[config.mk]
export PLATFORM = sky130hd
export DESIGN_NAME = phase_capture
export DESIGN_NICKNAME = d
export VERILOG_FILES = /design/src/rtl/phase_capture.sv
export SDC_FILE = /design/constraint.sdc
export NUM_CORES = 1
export LEC_CHECK = 0
export CAP_MARGIN = 20
export CELL_PAD_IN_SITES_DETAIL_PLACEMENT = 2
export CELL_PAD_IN_SITES_GLOBAL_PLACEMENT = 2
export CORE_MARGIN = 1.5
export CORE_UTILIZATION = 37
export DETAILED_ROUTE_END_ITERATION = 6
export PLACE_DENSITY_LB_ADDON = 0.1
export SYNTH_ARGS = -nofsm -noshare
export SYNTH_HDL_FRONTEND = slang
export SYNTH_SLANG_ARGS = --single-unit
[constraint.sdc]
create_clock -name clk -period 4.25 [get_ports clk]
set_clock_uncertainty 0.15 [all_clocks]
set_input_delay 0.425 -clock clk [delete_from_list [all_inputs] [get_ports clk]]
set_output_delay 0.425 -clock clk [all_outputs]
set_load 0.05 [all_outputs]
[src/rtl/phase_capture.sv]
// phase_capture
//   Receive-side phase meter for a transducer square wave. A local reference
//   counter runs at the same divide as the drive clock generator. Each rising
//   edge of the synchronised input is stamped with the reference phase, with
//   the synchroniser delay backed out. The result is emitted in the drive
//   generator's offset encoding so it can be written straight into a drive
//   channel. The input period is also checked, and lock is reported.
// Ports
//   clk        system clock
//   rst        asynchronous reset, active high
//   divide     half-period length minus 1
//   ref_sync   one-cycle pulse, realigns the reference counter to 0
//   sig_in     asynchronous receive square wave
//   offset_out {enable, half, count} of the last captured edge
//   valid      one-cycle pulse when offset_out updates
//   locked     input period stable for LOCK_COUNT periods
//   period_err one-cycle pulse on a bad period or on a timeout
module phase_capture #(
   parameter int OFFSET_WIDTH = 12,
   parameter int SYNC_STAGES  = 2,
   parameter int LOCK_COUNT   = 4,
   parameter int TOL          = 4
) (
   input  logic                    clk,
   input  logic                    rst,
   input  logic [OFFSET_WIDTH-3:0] divide,
   input  logic                    ref_sync,
   input  logic                    sig_in,
   output logic [OFFSET_WIDTH-1:0] offset_out,
   output logic                    valid,
   output logic                    locked,
   output logic                    period_err
);
   localparam int CW = OFFSET_WIDTH - 2;  // phase count width
   localparam int PW = OFFSET_WIDTH + 1;  // period counter width, holds 2*P
   localparam int XW = PW + 1;            // headroom for compares
   localparam int LW = $clog2(LOCK_COUNT + 1);
   localparam logic [CW-1:0] SYNC_C = CW'(SYNC_STAGES);
   localparam logic [LW-1:0] LOCK_C = LW'(LOCK_COUNT);

   logic [CW-1:0]          cnt;
   logic                   half;
   logic [SYNC_STAGES-1:0] sync_q;
   logic                   s_prev;
   logic                   rise;
   logic [CW-1:0]          cap_c;
   logic                   cap_h;
   logic [PW-1:0]          per_cnt;
   logic [PW-1:0]          per_exp;
   logic [PW-1:0]          per_tmo;
   logic                   tmo_hold;
   logic                   first;
   logic [LW-1:0]          lock_cnt;
   logic                   good;
   logic                   timeout;

   // Reference counter; ref_sync has priority over the natural wrap.
   always_ff @(posedge clk or posedge rst) begin
      if (rst) begin
         cnt  <= '0;
         half <= 1'b0;
      end else if (ref_sync) begin
         cnt  <= '0;
         half <= 1'b0;
      end else if (cnt == divide) begin
         cnt  <= '0;
         half <= ~half;
      end else begin
         cnt  <= cnt + CW'(1);
      end
   end

   // Input synchroniser plus one edge flop.
   always_ff @(posedge clk or posedge rst) begin
      if (rst) begin
         sync_q <= '0;
         s_prev <= 1'b0;
      end else begin
         sync_q <= {sync_q[SYNC_STAGES-2:0], sig_in};
         s_prev <= sync_q[SYNC_STAGES-1];
      end
   end

   assign rise = sync_q[SYNC_STAGES-1] & ~s_prev;

   // Back the stamp out by the synchroniser depth. If that crosses a
   // half-period boundary, borrow a full half-period and flip the level.
   always_comb begin
      cap_c = cnt - SYNC_C;
      cap_h = half;
      if (cnt < SYNC_C) begin
         cap_c = cnt + divide + CW'(1) - SYNC_C;
         cap_h = ~half;
      end
   end

   // Expected period P = 2*(divide+1); timeout threshold 2*P.
   assign per_exp = PW'({divide, 1'b0}) + PW'(2);
   assign per_tmo = {per_exp[PW-2:0], 1'b0};

   assign good = ({1'b0, per_cnt} + XW'(TOL) >= {1'b0, per_exp}) &&
                 ({1'b0, per_cnt} <= {1'b0, per_exp} + XW'(TOL));

   // Fires once as the counter reaches 2*P; tmo_hold freezes it afterwards.
   assign timeout = ~rise & ~tmo_hold &
                    ({1'b0, per_cnt} + XW'(1) >= {1'b0, per_tmo});

   always_ff @(posedge clk or posedge rst) begin
      if (rst) begin
         offset_out <= '0;
         valid      <= 1'b0;
         locked     <= 1'b0;
         period_err <= 1'b0;
         per_cnt    <= '0;
         tmo_hold   <= 1'b0;
         first      <= 1'b1;
         lock_cnt   <= '0;
      end else begin
         valid      <= rise;
         period_err <= 1'b0;
         if (rise) begin
            offset_out <= {1'b1, cap_h, cap_c};
            per_cnt    <= PW'(1);
            tmo_hold   <= 1'b0;
            if (first) begin
               first <= 1'b0;
            end else if (good) begin
               if (lock_cnt < LOCK_C) lock_cnt <= lock_cnt + LW'(1);
               if (lock_cnt >= LOCK_C - LW'(1)) locked <= 1'b1;
            end else begin
               lock_cnt   <= '0;
               locked     <= 1'b0;
               period_err <= 1'b1;
            end
         end else if (timeout) begin
            per_cnt    <= per_cnt + PW'(1);
            tmo_hold   <= 1'b1;
            locked     <= 1'b0;
            lock_cnt   <= '0;
            first      <= 1'b1;
            period_err <= 1'b1;
         end else if (!tmo_hold) begin
            per_cnt    <= per_cnt + PW'(1);
         end
      end
   end
endmodule

==> results.cfg <==
[critical_path]
worst-path-buf-inv = 2
crit_slowest_cell = clkdlybuf4s50_1
arrival_ns = 3.98
end_kind = flip-flop
path_delay_family = simple AND/OR/NAND/NOR gates
worst_path_largest_cell_delay_ns = 0.48
worstRegToRegCells = 14
regToRegStartpoint = per_cnt[2]
crit_cells = 16
crit_chain = clkdlybuf4s50_1, inv_1, or3_1, xnor2_1, or2_1, nor2_2, nand2_1, o31a_1, ha_1, and4_1, nand4_1, a21o_1, a31oi_1, a31oi_2, a21boi_2, o21ai_0
ff2ff_setup_slack_ns = 0.54
cp.required_ns = 4.28
startpoint_type = input port
critical_path_class = in -> reg
cp_max_fo = 3
r2r_end = lock_cnt[0]
cp-startpoint = divide[4]
critical_path.endpoint = lock_cnt[0]

[sta]
tightestPinTransition_ns = 0.540
setup_viol = 0
max_freq_mhz = 253
period_share = 0.929
setup_tns_ns = 0
slew_violations = 0
finalCriticalPeriod_ns = 3.95
holdWs_ns = 0.187
slew_headroom = 0.637
finalHoldViolCount = 0
grt_setup_unrepaired = no

[drt]
num_vias = 3508
wl_per_cell_um = 18.6
drt_iter0_drc = 86
ant_nets = 0
first_pass_iters = 4
wl_um = 12400
drc = 0
routed_via_density = 5.25

[synthesis]
ys_seq_elements = 47
synth-edff-count = 0
syn-num-nets = 569
synthSimpleGateAreaFrac = 0.205
syn_inst = 494
synth_top_family_by_area = simple AND/OR/NAND/NOR gates
yosysUniqueCellTypes = 52
synth_area_leaders = dfrtp_1 28%, ha_1 18%, xnor2_1 8.9%, nor2_1 5.3%, xor2_1 5.3%
yosysTopAreaCell = dfrtp_1
async_flop_share = 1.00
syn_avg_cell_area_sq_um = 8.39
synth.top_cells.by_count = 60 x ha_1, 59 x nor2_1, 49 x inv_1, 46 x dfrtp_1, 44 x nand2_1
synth_fa_ha_area_frac = 0.186
yosysSeqAreaShare = 0.284
ys_warn_count = 0
yosysMostFrequentCell = ha_1
yosys_most_used_dff = dfrtp_1
yosys.area.top_type_share = 0.278
synth_area_sq_um = 4140
synth_mux_area_frac = 0.00996
synth_xor_area_frac = 0.142
synth_compound_area_frac = 0.108

[global_routing]
grt_antenna_before_repair = 0
grt_pass1_vias = 3877
grt_start_max_net_pins = 48
grt.met3_usage = 0.0257
grt-ovfl-total = 0
grtUsageMet1 = 0.257
met2_usage = 0.430
grt_pass1_wl_um = 20000
grt_use_total = 0.221
busiest_layer = met2

[cells_and_area]
stdcell_area_sq_um = 4780
fill_cells = 1261
finalNetCount = 602
stdcell_count = 668
drive_above_1_share = 0.0720
area_delta_synth_final_pct = 15.4
num_antenna_cells = 0
postLayoutCoreUtil = 0.439

[place]
post-dp-hpwl_um = 10100
gp_congestion = 0.827
portBuffers = 28
dpl_cell_area_sq_um = 4610
dp.cells = 659

[clock_tree]
cts-buffers-inserted = 5
cts_hold_buf = 0
postCtsSetupBuffers = 0
tritoncts = done
clk_latency_ns = 0.30
path_clk_slew_ns = 0.09
clk_path_buf_depth = 2
clock_sinks = 47
ctsRootBufferMaster = clkbuf_8
h-tree-depth = 2

[power]
p_leak_nw = 2.27
powerDensity_nw_per_um2 = 324
ir_worst_vdd_uv = 232

[floorplanning]
die_x_um = 109
start_util = 0.381
fp.coreArea_sq_um = 10900
dieArea_sq_um = 11800
io-pin-count = 29
die_h_um = 109
rows = 38

[worst_hold_path]
hold_class = in -> async

[flow_run]
cap_violations = 0

[run_status]
status = finished, final reports clean
repair_timing:
action / in CTS / in global routing
setup endpoints to repair: 0 / 4
resized for setup: 0 / 7
endpoints found under the hold margin: 0 / 0
cell families after synthesis:
logic type | after synthesis
AOI/OAI and AO/OA | 72
xor gates and xnor gates | 67
adders and majority gates | 61
buffers and inverters | 65
DFF | 47
muxes | 4
other | 1
and+or+nand+nor | 177
routing by layer:
layer | up-vias | share of wire
li1 | 1727 | -
met1 | 1742 | 0.43
met2 | 24 | 0.54
met3 | 15 | 0.011
met4 | 0 | 0.019
met5 | - | 0
layout make-up:
| type | instances | area, sq um | area share |
|---|---|---|---|
| Clock inverter | 2 | 35.0 | 0.00732 |
| Timing Repair Buffer | 41 | 395 | 0.0827 |
| Inverter | 50 | 188 | 0.0392 |
| Tap cell | 140 | 175 | 0.0366 |
| Multi-Input combinational cell | 382 | 2730 | 0.571 |
| Clock buffer | 6 | 82.6 | 0.0173 |
| Sequential cell | 47 | 1180 | 0.246 |
power breakdown:
group | switching [mW] | total [mW] | internal [mW] | leakage (nW)
sequential | 0.0613 | 0.557 | 0.496 | 0.609
clock | 0.160 | 0.351 | 0.191 | 0.0612
combinational | 0.396 | 0.643 | 0.247 | 1.60
total | 0.618 | 1.55 | 0.934 | 2.27
registers in the layout, summed over array words and instances, names as in the netlist:
| register | count |
|---|---|
| cnt | 10 |
| first | 1 |
| half | 1 |
| lock_cnt | 3 |
| locked | 1 |
| offset_out | 12 |
| per_cnt | 13 |
| period_err | 1 |
| s_prev | 1 |
| sync_q | 2 |
| tmo_hold | 1 |
| valid | 1 |
layout by cell type, fill, tap and decap left out, types with 7 or more instances in the layout:
| master | instances |
|---|---|
| ha_1 | 59 |
| nor2_1 | 58 |
| inv_1 | 48 |
| dfrtp_1 | 46 |
| nand2_1 | 44 |
| xnor2_1 | 42 |
| clkdlybuf4s50_1 | 26 |
| xor2_1 | 25 |
| o21ai_0 | 20 |
| nand3_1 | 19 |
| a21oi_1 | 16 |
| nor3_1 | 12 |
| buf_4 | 12 |
| nand2b_1 | 7 |
per-stage QoR:
stage                     total power, mW  setup WS (ns)
after floorplan                     0.984          0.734
after global placement               1.18          0.103
after detailed placement             1.21         -0.231
after CTS                            1.57         0.0143
after global routing                 1.66        0.00243
final                                1.55          0.300
worst min-delay path by stage:
stage | end | from | depth (start not counted) | slack [ns]
final | offset_out[1] | rst | 2 | 0.19
after CTS | sync_q[1] | sync_q[0] | 0 | 0.22
after floorplan | sync_q[1] | sync_q[0] | 0 | 0.18
after detailed placement | sync_q[1] | sync_q[0] | 0 | 0.20
after global routing | offset_out[2] | rst | 2 | 0.20
after global placement | sync_q[1] | sync_q[0] | 0 | 0.18
(Power assumes the default switching activity.)
